===== src/rtl/pll_lock_sequencer.sv =====
`default_nettype none
// ============================================================================
// Module   : pll_lock_sequencer
// Brief    : Power-up / reset / lock-retry sequencer for a single PLLE2_BASE.
//            Optional macro PLL_SEQ_AUTO_RELOCK_EN: lock loss in READY retries
//            instead of faulting.
// Revision : 1.0 - initial release
// ============================================================================
module pll_lock_sequencer #(
  parameter int PWRUP_CYCLES  = 4,
  parameter int RST_CYCLES    = 8,
  parameter int LOCK_TIMEOUT  = 1000,
  parameter int SETTLE_CYCLES = 16,
  parameter int MAX_RETRIES   = 3,
  parameter int CNT_WIDTH     = 16
) (
  input  logic       clk,
  input  logic       RST,
  input  logic       enable,
  input  logic       locked_in,
  output logic       pll_pwrdwn,
  output logic       pll_rst,
  output logic       ready,
  output logic       fault,
  output logic [3:0] retries,
  output logic [2:0] state
);

  localparam logic [2:0] c_ST_OFF       = 3'd0;
  localparam logic [2:0] c_ST_PWRUP     = 3'd1;
  localparam logic [2:0] c_ST_RST_HOLD  = 3'd2;
  localparam logic [2:0] c_ST_WAIT_LOCK = 3'd3;
  localparam logic [2:0] c_ST_SETTLE    = 3'd4;
  localparam logic [2:0] c_ST_READY     = 3'd5;
  localparam logic [2:0] c_ST_FAULT     = 3'd6;

  localparam logic [CNT_WIDTH-1:0] c_PWRUP_LAST   = CNT_WIDTH'(PWRUP_CYCLES - 1);
  localparam logic [CNT_WIDTH-1:0] c_RST_LAST     = CNT_WIDTH'(RST_CYCLES - 1);
  localparam logic [CNT_WIDTH-1:0] c_TIMEOUT_LAST = CNT_WIDTH'(LOCK_TIMEOUT - 1);
  localparam logic [CNT_WIDTH-1:0] c_SETTLE_LAST  = CNT_WIDTH'(SETTLE_CYCLES - 1);
  localparam logic [3:0]           c_MAX_RETRIES  = 4'(MAX_RETRIES);

  logic [2:0]           state_q, state_d;
  logic [CNT_WIDTH-1:0] pcnt_q, pcnt_d;
  logic [CNT_WIDTH-1:0] tcnt_q, tcnt_d;
  logic [CNT_WIDTH-1:0] scnt_q, scnt_d;
  logic [3:0]           retries_q, retries_d;
  logic                 sync1_q, locked_s_q;
  logic                 pwrdwn_q, pwrdwn_d;
  logic                 rst_q, rst_d;
  logic                 ready_q, ready_d;
  logic                 fault_q, fault_d;

  logic                 w_timeout;
  logic [2:0]           w_retry_state;
  logic [3:0]           w_retry_cnt;

  // State register, counters, LOCKED synchroniser and registered outputs
  always_ff @(posedge clk) begin
    if (RST) begin
      state_q    <= c_ST_OFF;
      pcnt_q     <= '0;
      tcnt_q     <= '0;
      scnt_q     <= '0;
      retries_q  <= 4'd0;
      sync1_q    <= 1'b0;
      locked_s_q <= 1'b0;
      pwrdwn_q   <= 1'b1;
      rst_q      <= 1'b1;
      ready_q    <= 1'b0;
      fault_q    <= 1'b0;
    end else begin
      state_q    <= state_d;
      pcnt_q     <= pcnt_d;
      tcnt_q     <= tcnt_d;
      scnt_q     <= scnt_d;
      retries_q  <= retries_d;
      sync1_q    <= locked_in;
      locked_s_q <= sync1_q;
      pwrdwn_q   <= pwrdwn_d;
      rst_q      <= rst_d;
      ready_q    <= ready_d;
      fault_q    <= fault_d;
    end
  end

  // >= rather than == so a timeout still fires after SETTLE falls back to
  // WAIT_LOCK with tcnt already saturated at the limit.
  assign w_timeout     = (tcnt_q >= c_TIMEOUT_LAST);
  assign w_retry_state = (retries_q < c_MAX_RETRIES) ? c_ST_RST_HOLD : c_ST_FAULT;
  assign w_retry_cnt   = (retries_q < c_MAX_RETRIES) ? retries_q + 4'd1 : retries_q;

  // Next-state logic
  always_comb begin
    state_d   = state_q;
    pcnt_d    = pcnt_q;
    tcnt_d    = tcnt_q;
    scnt_d    = scnt_q;
    retries_d = retries_q;
    if (!enable) begin
      state_d = c_ST_OFF;
    end else begin
      case (state_q)
        c_ST_OFF: begin
          retries_d = 4'd0;
          pcnt_d    = '0;
          state_d   = c_ST_PWRUP;
        end
        c_ST_PWRUP: begin
          if (pcnt_q == c_PWRUP_LAST) begin
            pcnt_d  = '0;
            state_d = c_ST_RST_HOLD;
          end else begin
            pcnt_d = pcnt_q + 1'b1;
          end
        end
        c_ST_RST_HOLD: begin
          if (pcnt_q == c_RST_LAST) begin
            tcnt_d  = '0;
            state_d = c_ST_WAIT_LOCK;
          end else begin
            pcnt_d = pcnt_q + 1'b1;
          end
        end
        c_ST_WAIT_LOCK: begin
          if (!w_timeout) tcnt_d = tcnt_q + 1'b1;
          if (locked_s_q) begin
            scnt_d  = '0;
            state_d = c_ST_SETTLE;
          end else if (w_timeout) begin
            pcnt_d    = '0;
            retries_d = w_retry_cnt;
            state_d   = w_retry_state;
          end
        end
        c_ST_SETTLE: begin
          if (!w_timeout) tcnt_d = tcnt_q + 1'b1;
          if (!locked_s_q) begin
            state_d = c_ST_WAIT_LOCK;
          end else if (scnt_q == c_SETTLE_LAST) begin
            state_d = c_ST_READY;
          end else if (w_timeout) begin
            pcnt_d    = '0;
            retries_d = w_retry_cnt;
            state_d   = w_retry_state;
          end else begin
            scnt_d = scnt_q + 1'b1;
          end
        end
        c_ST_READY: begin
          if (!locked_s_q) begin
`ifdef PLL_SEQ_AUTO_RELOCK_EN
            pcnt_d    = '0;
            retries_d = w_retry_cnt;
            state_d   = w_retry_state;
`else
            state_d   = c_ST_FAULT;
`endif
          end
        end
        c_ST_FAULT: begin
          state_d = c_ST_FAULT;
        end
        default: begin
          state_d = c_ST_OFF;
        end
      endcase
    end
  end

  // Output decode from the next state so registered outputs track state_q
  always_comb begin
    pwrdwn_d = 1'b1;
    rst_d    = 1'b1;
    ready_d  = 1'b0;
    fault_d  = 1'b0;
    case (state_d)
      c_ST_PWRUP, c_ST_RST_HOLD: begin
        pwrdwn_d = 1'b0;
      end
      c_ST_WAIT_LOCK, c_ST_SETTLE: begin
        pwrdwn_d = 1'b0;
        rst_d    = 1'b0;
      end
      c_ST_READY: begin
        pwrdwn_d = 1'b0;
        rst_d    = 1'b0;
        ready_d  = 1'b1;
      end
      c_ST_FAULT: begin
        fault_d = 1'b1;
      end
      default: begin
        pwrdwn_d = 1'b1;
      end
    endcase
  end

  assign pll_pwrdwn = pwrdwn_q;
  assign pll_rst    = rst_q;
  assign ready      = ready_q;
  assign fault      = fault_q;
  assign retries    = retries_q;
  assign state      = state_q;

endmodule
`default_nettype wire


===== config.mk =====
export PLATFORM = sky130hd
export DESIGN_NAME = pll_lock_sequencer
export DESIGN_NICKNAME = d
export VERILOG_FILES = /design/src/rtl/pll_lock_sequencer.sv
export SDC_FILE = /design/constraint.sdc
export NUM_CORES = 1
export LEC_CHECK = 0
export BUFFER_PORTS_ARGS = -buffer_cell sky130_fd_sc_hd__buf_4
export CORE_ASPECT_RATIO = 1.5
export CORE_UTILIZATION = 45
export CTS_BUF_LIST = sky130_fd_sc_hd__clkbuf_4 sky130_fd_sc_hd__clkbuf_8 sky130_fd_sc_hd__clkbuf_16
export DETAILED_ROUTE_END_ITERATION = 6
export PLACE_DENSITY = 0.61
export SKIP_CTS_REPAIR_TIMING = 1
export SLEW_MARGIN = 20
export SYNTH_ARGS = -nofsm -noshare
export SYNTH_HDL_FRONTEND = slang
export SYNTH_SLANG_ARGS = --single-unit

===== constraint.sdc =====
create_clock -name clk -period 3.14 [get_ports clk]
set_input_delay 0.314 -clock clk [delete_from_list [all_inputs] [get_ports clk]]
set_output_delay 0.314 -clock clk [all_outputs]
set_load 0.02 [all_outputs]

-- Yosys cells after proc, flatten, opt, wreduce, memory -nomap -nowiden
Index checks and enable logic that the tools add are counted.
- mux-type cells: 35
- equality and inequality tests: 23
- reductions and logical operators: 12
- add/sub/neg operators: 4
- order comparisons: 2
- operator list (kind ; count):
    $mux W16 ; 12
    $pmux W16 S5 ; 1
    $pmux W16 S2 ; 2
    $add A16 B1 Y16 const B ; 3
    $mux W3 ; 9
    $pmux W3 S7 ; 1
    $mux W4 ; 5
    $eq A3 B3 Y1 const B ; 6
    $eq A16 B2 Y1 const B ; 1
    $eq A16 B3 Y1 const B ; 1
    $eq A16 B4 Y1 const B ; 1
    $ge A16 B10 Y1 const B ; 1
    $ne A2 B2 Y1 const B ; 8
    $eq A3 B2 Y1 const B ; 4
    $pmux W4 S3 ; 1
    $reduce_and A6 Y1 ; 2
    $eq A3 B1 Y1 const B ; 2
    $reduce_and A5 Y1 ; 1
    $reduce_bool A5 Y1 ; 1
    $reduce_or A5 Y1 ; 1
    $add A4 B1 Y4 const B ; 1
    $lt A4 B2 Y1 const B ; 1
    $mux W1 ; 4
    $reduce_and A4 Y1 ; 1
    other kinds (5) ; 6
- output and inout bits: 11
- word-level logic and storage cells: 87
- register bits after elaboration: 61
- bits of input ports: 4

-- Depth between registers and ports, before layout
Gate-level depths: netlist of run 1.
- depth in word-level cells: 10
- mapped depth: 8
- depth with buffers taken out: 7

-- Least setup slack after synthesis of run 1
No wires, ideal clock.
- path kind: register to register
- start point: register tcnt_q[0]
- end point: register scnt_q[2]
- setup time: 0.132 ns
- cell stages (with the launch flop): 9
- path buffers: 1
- period minus slack after synthesis: 2.071 ns
- path slack: 1.069 ns
- data required time: 3.008 ns
- arrival time: 1.939 ns
- path through: dfxtp_1 > ha_1 > a211oi_1 > or3_1 > a31oi_1 > buf_4 > nor3_1 > xnor2_1 > nor2_1
- cells in the longest elaborated chain, start to end: 3
- ends and longest elaborated chain (item ; RTL line ; source):
    from (decl) ; 45 ; logic [CNT_WIDTH-1:0] tcnt_q, tcnt_d;
    from (signal assigned) ; 75 ; tcnt_q <= tcnt_d;
    $ge A16 B10 Y1 ; 89 ; assign w_timeout = (tcnt_q >= c_TIMEOUT_LAST);
    $ne A2 B2 Y1 (no source line) ; -- ;
    $reduce_and A6 Y1 (no source line) ; -- ;
    to (signal assigned) ; 76 ; scnt_q <= scnt_d;
    to (decl) ; 46 ; logic [CNT_WIDTH-1:0] scnt_q, scnt_d;
Every way passes these cells.
A chain may end at the register's enable or synchronous reset.

-- Worst setup path after layout of run 1
- start point: register state_q[0] (netlist: state[0])
- end point: register pcnt_q[9]
- cells in the longest elaborated chain, start to end: 3
- elaborated cells on any way between the ends: 12
- those cells by class: eq/ne: 8; mux: 1; reduce/logical: 3
- ends and longest elaborated chain (item ; RTL line ; source):
    from (decl) ; 43 ; logic [2:0] state_q, state_d;
    from (signal assigned) ; 61 ; state_q <= c_ST_OFF;
    from (signal assigned) ; 73 ; state_q <= state_d;
    $eq A3 B3 Y1 (tied with other cells) ; 103 ; case (state_q)
    $reduce_bool A5 Y1 (no source line) / $ne A2 B2 Y1 (equally long branches) ; -- ;
    $reduce_and A6 Y1 (no source line) ; -- ;
    to (signal assigned) ; 74 ; pcnt_q <= pcnt_d;
    to (decl) ; 44 ; logic [CNT_WIDTH-1:0] pcnt_q, pcnt_d;
Several ways; a longest one is shown, not always the timed one.

==> results_dict.tcl, run 1 <==
set metrics [dict create \
    outcome "complete, no violations" \
    dp_slack_ps 625 \
    ys_seq_elements 61 \
    syn_inst 353 \
    chipHeight_um 104 \
    cts_buffers 9 \
    grt_start_max_net_pins 17 \
    grt_pass1_wl_um 11500 \
    power.density_nw_per_um2 426 \
    r2r-start "state[0]$_SDFF_PP0_" \
    vdd_drop_max_v 0.000355 \
    hold_viol_final 0 \
    ys_warn_count 0 \
    worst_pin_slew_ps 700 \
    antenna_found_initial 0 \
    ant_nets 0 \
    cts.reportedPaths.clkPinSlew_ps 60 \
    rr_worst_depth 6 \
    cp-start-kind "flop" \
    hold_path_depth 2 \
    finalWorstSetupSlack_ps 576 \
    pin_count 15 \
    synth_top_family_by_area "simple AND/OR/NAND/NOR gates" \
    tns_ps 0 \
    finalSetupViolCount 0 \
    cts_buffer_depth 2 \
    worstPathCellList "or2b_2 > a21boi_0 > a21o_1 > nand3_1 > or4_1 > a21oi_1" \
    fin_nets 374 \
    rsz0062_at_grt "false" \
    period_share_pct 81.6 \
    cp_slowest_cell "dfxtp_1" \
    period_needed_ps 2560 \
    drcViolationCount 0 \
    critPathCaptureType "flop" \
    cp_slowest_stage_delay_ps 640 \
    drtIter0Drc 126 \
    slew_viol_final 0 \
    clock_latency_ps 350 \
    gp_congestion 0.779 \
    area_delta_synth_final_pct 10.0 \
    htreeDepth 3 \
    syn_area_um2 3100 \
    synth_compound_area_share_pct 13.9 \
    crit_required_ps 3420 \
    hp-class "in -> reg" \
    initial_core_util_pct 47.2 \
    hp-start "locked_in" \
    core_area_um2 6580 \
    synth-xor-area-share_pct 6.49 \
    worstSetupPathType "reg -> reg" \
    io_buffers 14 \
    grt_usage_pct 19.9 \
    drt_pass1_iterations 4 \
    wl_per_cell_um 14.9 \
    synthAdderAreaFrac_pct 1.61 \
    postSynthAreaPerCell_um2 8.79 \
    ys_seq_area_share_pct 39.4 \
    synthArstFlopShare_pct 0 \
    cts_sinks 61 \
    fill_cells 629 \
    fmax_mhz 390 \
    synthesis.nets 361 \
    p_leak_nw 1.16 \
    cap_violations 0 \
    cp_top_family "simple AND/OR/NAND/NOR gates" \
    rows 36 \
    cp.arrival_ps 2840 \
    hpwlAfterDp_um 4820 \
    wirelength_um 6640 \
    vias_per_cell 5.93 \
    muxShareOfSynthArea_pct 0.968 \
    r2r_slack_ps 580 \
    slew-limit-headroom_pct 53.3 \
    die_w_um 69.8 \
    r2r-end "pcnt_q[9]$_SDFFE_PP0P_" \
    grt.overflow.total 0 \
    cts_tree "done" \
    vias 2644 \
    layout-drive-gt1-share_pct 12.7 \
    grt_pass1_vias 2520 \
    yosysUniqueCellTypes 58 \
    cp.depth 6 \
    ctsRootBufferMaster "clkbuf_8" \
    synth_edf_count 0 \
    ys.flop_type "dfxtp_1" \
    hold_end "sync1_q$_SDFF_PP0_" \
    finalClockSkew_ps 5.58 \
    crit_buf_inv 0 \
    dieArea_um2 7240 \
    finalHoldWorstSlack_ps 180 \
    synthSimpleGateAreaFrac_pct 34.3 \
    crit_fanout 16 \
    n_antenna_cell 0 \
]
-- cell families (layout without fill, tap and decap cells) --
kind of cell | count (synthesis) | after routing
buffers and inverters | 22 | 39
DFF | 61 | 61
adders and majority gates | 4 | 4
AOI/OAI and AO/OA | 64 | 64
xor gates and xnor gates | 23 | 23
muxes | 3 | 3
and+or+nand+nor | 176 | 176
-- cell usage after synthesis, types with 8 or more instances --
cell | count | area (µm²)
o21ai_0 | 11 | 55.1
nor3_1 | 12 | 60.1
o211ai_1 | 9 | 67.6
dfxtp_1 | 61 | 1220
o31ai_1 | 9 | 67.6
or4_1 | 13 | 97.6
a21oi_1 | 16 | 80.1
nand3_1 | 19 | 95.1
inv_1 | 8 | 30.0
and2_1 | 9 | 56.3
nand2_1 | 22 | 82.6
nand4_1 | 12 | 75.1
xor2_1 | 8 | 70.1
xnor2_1 | 15 | 131
nor2_1 | 35 | 131
nor4_1 | 10 | 62.6
-- through the flow --
| step | utilization [%] | total power [W] | cells | cell area, µm² |
|---|---|---|---|---|
| 6_report | 51.9 | 0.00145 | 446 | 3410 |
| 5_1_grt | 51.9 | 0.00151 | 446 | 3410 |
| 4_1_cts | 51.9 | 0.00147 | 446 | 3410 |
| 3_5_place_dp | 49.3 | 0.000858 | 431 | 3240 |
| 3_3_place_gp | 49.3 | 0.000859 | 431 | 3240 |
| 2_1_floorplan | - | 0.000841 | 353 | 3100 |
-- state kept, by name, indices dropped and copies added (netlist names) --
signal and flops:
tcnt_q 16, retries 4, scnt_q 16, state 3
pll_rst 1, locked_s_q 1, pcnt_q 16, ready 1
fault 1, sync1_q 1, pll_pwrdwn 1
-- cell usage in the layout (no fill, tap or decap), types with 2 or more instances in the layout --
cell,netlist,routed
dfxtp_1,61,61
nor2_1,35,35
nand2_1,22,22
nand3_1,19,19
a21oi_1,16,16
buf_4,3,16
xnor2_1,15,15
or4_1,13,13
nor3_1,12,12
nand4_1,12,12
o21ai_0,11,11
nor4_1,10,10
clkbuf_8,0,10
and2_1,9,9
o31ai_1,9,9
o211ai_1,9,9
inv_1,8,8
xor2_1,8,8
and3_1,7,7
or3_1,6,6
nor4b_1,5,5
a211oi_1,4,4
ha_1,4,4
nor4_4,3,3
nor2b_1,3,3
mux2i_1,3,3
clkbuf_4,0,3
nand3b_1,2,2
nor3b_1,2,2
and4_1,2,2
a31o_2,2,2
o21a_1,2,2
a21o_1,2,2
clkinv_2,0,2
-- cell type report --
type                    instances  area, µm²  share of cell area [%]
flip-flops and latches         61       1220                    35.8
multi-input cells             270       1780                    52.1
inverters                       8       30.0                   0.880
repair buffers                 16        120                    3.52
clock buffers                  13        160                    4.69
clock inverters                 2       10.0                   0.293
well taps                      76       95.1                    2.79
-- metal layers --
layer  wire length, µm  GRT usage, %
met1              2860          22.1
met2              3490          34.7
met3               140          4.57
met4               155          10.7
met5                 0             0
-- worst max path at each step --
stage / start / end / slack (ps)
detailed placement: state[0]$_SDFF_PP0_ / pcnt_q[9]$_SDFFE_PP0P_ / 630
floorplan: tcnt_q[0]$_SDFFE_PP0P_ / scnt_q[2]$_SDFFE_PP0P_ / 1070
CTS: state[0]$_SDFF_PP0_ / pcnt_q[9]$_SDFFE_PP0P_ / 600
global route: state[0]$_SDFF_PP0_ / pcnt_q[10]$_SDFFE_PP0P_ / 360
global placement: state[0]$_SDFF_PP0_ / pcnt_q[5]$_SDFFE_PP0P_ / 620
finish: state[0]$_SDFF_PP0_ / pcnt_q[9]$_SDFFE_PP0P_ / 580
-- report_power, final --
group           total, W  leakage (nW)  internal [W]  switching [W]
clock           0.000614        0.0935      0.000327       0.000287
sequential      0.000786         0.492      0.000779     0.00000696
combinational  0.0000549         0.579     0.0000189      0.0000360
total            0.00145          1.16       0.00112       0.000330
No activity file was read; power rests on OpenSTA's default activity.
==> run 2, diff against run 1 <==
==> constraint.sdc (replaced) <==
create_clock -name clk -period 2.6 [get_ports clk]
set_input_delay 0.26 -clock clk [delete_from_list [all_inputs] [get_ports clk]]
set_output_delay 0.26 -clock clk [all_outputs]
set_load 0.02 [all_outputs]
==> run 2 against run 1 <==
Sequential share of layout area fell by 0.90 points; total power rose by 24%; count of clock-buffer cells in the layout rose by 1; register-to-register slack got worse by 270 ps; sequential cell count did not move; sequential power rose by 21%; clock power rose by 29%; setup slack got worse by 270 ps; via count rose by 0.23%; clock skew rose by 3.0 ps; hold slack got worse by 55 ps; non-clock buffer count rose by 9; largest power group unchanged.
==> results_dict.tcl, run 2 (synthesis results as in run 1) <==
set metrics [dict create \
    finalSetupViolCount 0 \
    slew_viol_final 0 \
    cts.reportedPaths.clkPinSlew_ps 70 \
    hp-class "in -> reg" \
    hold_viol_final 0 \
    largestRegisters "pcnt_q: 16 flops, scnt_q: 16 flops, tcnt_q: 16 flops" \
    cp_top_family "simple AND/OR/NAND/NOR gates" \
    vias 2650 \
    core_area_um2 6580 \
    hold_end "sync1_q$_SDFF_PP0_" \
    crit_required_ps 2880 \
    vdd_drop_max_v 0.000372 \
    crit_buf_inv 0 \
    htreeDepth 3 \
    drtIter0Drc 91 \
    hpwlAfterDp_um 4940 \
    initial_core_util_pct 47.2 \
    cp.arrival_ps 2570 \
    cap_violations 0 \
    area_delta_synth_final_pct 12.8 \
    chipHeight_um 104 \
    ant_nets 0 \
    cp_slowest_cell "dfxtp_1" \
    clock_latency_ps 350 \
    cts_tree "done" \
    power.density_nw_per_um2 517 \
    regArea_um2 1220 \
    gp_congestion 0.878 \
    outcome "complete, no violations" \
    hold_path_depth 2 \
    cp-start-kind "flop" \
    rows 36 \
    fill_cells 608 \
    worstSetupPathType "reg -> reg" \
    drt_pass1_iterations 4 \
    dr_wl_met2_um 3460 \
    grt.overflow.total 0 \
    critPathCaptureType "flop" \
    period_needed_ps 2290 \
    cp_slowest_stage_delay_ps 600 \
    cts_sinks 61 \
    ctsRootBufferMaster "clkbuf_8" \
    pin_count 15 \
    fmax_mhz 437 \
    crit_fanout 13 \
    antenna_found_initial 0 \
    r2r-end "tcnt_q[8]$_SDFFE_PP0P_" \
    grt_start_max_net_pins 17 \
    cts_buffer_depth 2 \
    layout-drive-gt1-share_pct 15.0 \
    cp.depth 6 \
    finalClockSkew_ps 8.61 \
    drcViolationCount 0 \
    worstPathCellList "nor3b_4 > nor2_1 > nor3_2 > o21ai_2 > or4_1 > a21oi_1" \
    dr_wl_met3_um 176 \
    dieArea_um2 7240 \
    grt_pass1_wl_um 11700 \
    wl_met1_um 3000 \
    io_buffers 14 \
    vias_per_cell 5.82 \
    routed.top_layer "met4" \
    fin_nets 383 \
    rr_worst_depth 6 \
    grt_usage_pct 20.4 \
    n_antenna_cell 0 \
    period_share_pct 88.1 \
    cts_buffers 9 \
    wl_per_cell_um 15.0 \
    wirelength_um 6830 \
    worst_pin_slew_ps 730 \
    layout_common_cells "dfxtp_1, nor2_1, buf_4" \
    slew-limit-headroom_pct 51.3 \
    hp-start "locked_in" \
    final_common_cell "dfxtp_1" \
    grt_pass1_vias 2524 \
    p_leak_nw 1.22 \
    rsz0062_at_grt "false" \
    tns_ps 0 \
    multi_input_area_um2 1780 \
    r2r_slack_ps 310 \
    die_w_um 69.8 \
    r2r-start "state[2]$_SDFF_PP0_" \
    finalPower_w 0.00181 \
    finalHoldWorstSlack_ps 125 \
]
-- run 2: worst max path at each step --
stage	from	endpoint
2_1_floorplan	tcnt_q[0]$_SDFFE_PP0P_	scnt_q[2]$_SDFFE_PP0P_
3_5_place_dp	tcnt_q[0]$_SDFFE_PP0P_	pcnt_q[6]$_SDFFE_PP0P_
3_3_place_gp	tcnt_q[0]$_SDFFE_PP0P_	pcnt_q[9]$_SDFFE_PP0P_
4_1_cts	tcnt_q[0]$_SDFFE_PP0P_	pcnt_q[6]$_SDFFE_PP0P_
6_report	state[2]$_SDFF_PP0_	tcnt_q[8]$_SDFFE_PP0P_
5_1_grt	state[2]$_SDFF_PP0_	pcnt_q[4]$_SDFFE_PP0P_
-- run 2: power breakdown --
part           internal, W  switching (W)
clock             0.000439       0.000352
sequential        0.000940     0.00000716
combinational    0.0000261      0.0000458
total              0.00141       0.000405
-- run 2: worst reg2reg max path, cell delays in order, from the launching register on --
cell	delay, ps
dfxtp_1	600
nor3b_4	340
nor2_1	140
nor3_2	310
o21ai_2	190
or4_1	500
a21oi_1	140
-- run 2: through the flow --
| step | area, µm² | setup slack, ps | cells | util [%] |
|---|---|---|---|---|
| after floorplan | 3100 | 529 | 353 | - |
| after global placement | 3310 | 270 | 440 | 50.3 |
| after detailed placement | 3310 | 193 | 440 | 50.3 |
| after CTS | 3500 | 184 | 455 | 53.2 |
| after global routing | 3500 | 105 | 455 | 53.2 |
| final | 3500 | 309 | 455 | 53.2 |
-- run 2: cell type report --
cell class,instances,share of cell area (%)
inverters,8,0.858
well taps,76,2.72
clock buffers,14,5.15
flip-flops and latches,61,34.9
clock inverters,1,0.143
multi-input cells,270,50.9
repair buffers,25,5.36
-- run 2: metal layers --
| layer | vias up | track usage [%] |
|---|---|---|
| met5 | - | 0 |
| met4 | 0 | 10.7 |
| met3 | 17 | 5.35 |
| met2 | 25 | 35.6 |
| met1 | 1246 | 22.3 |
| li1 | 1362 | - |
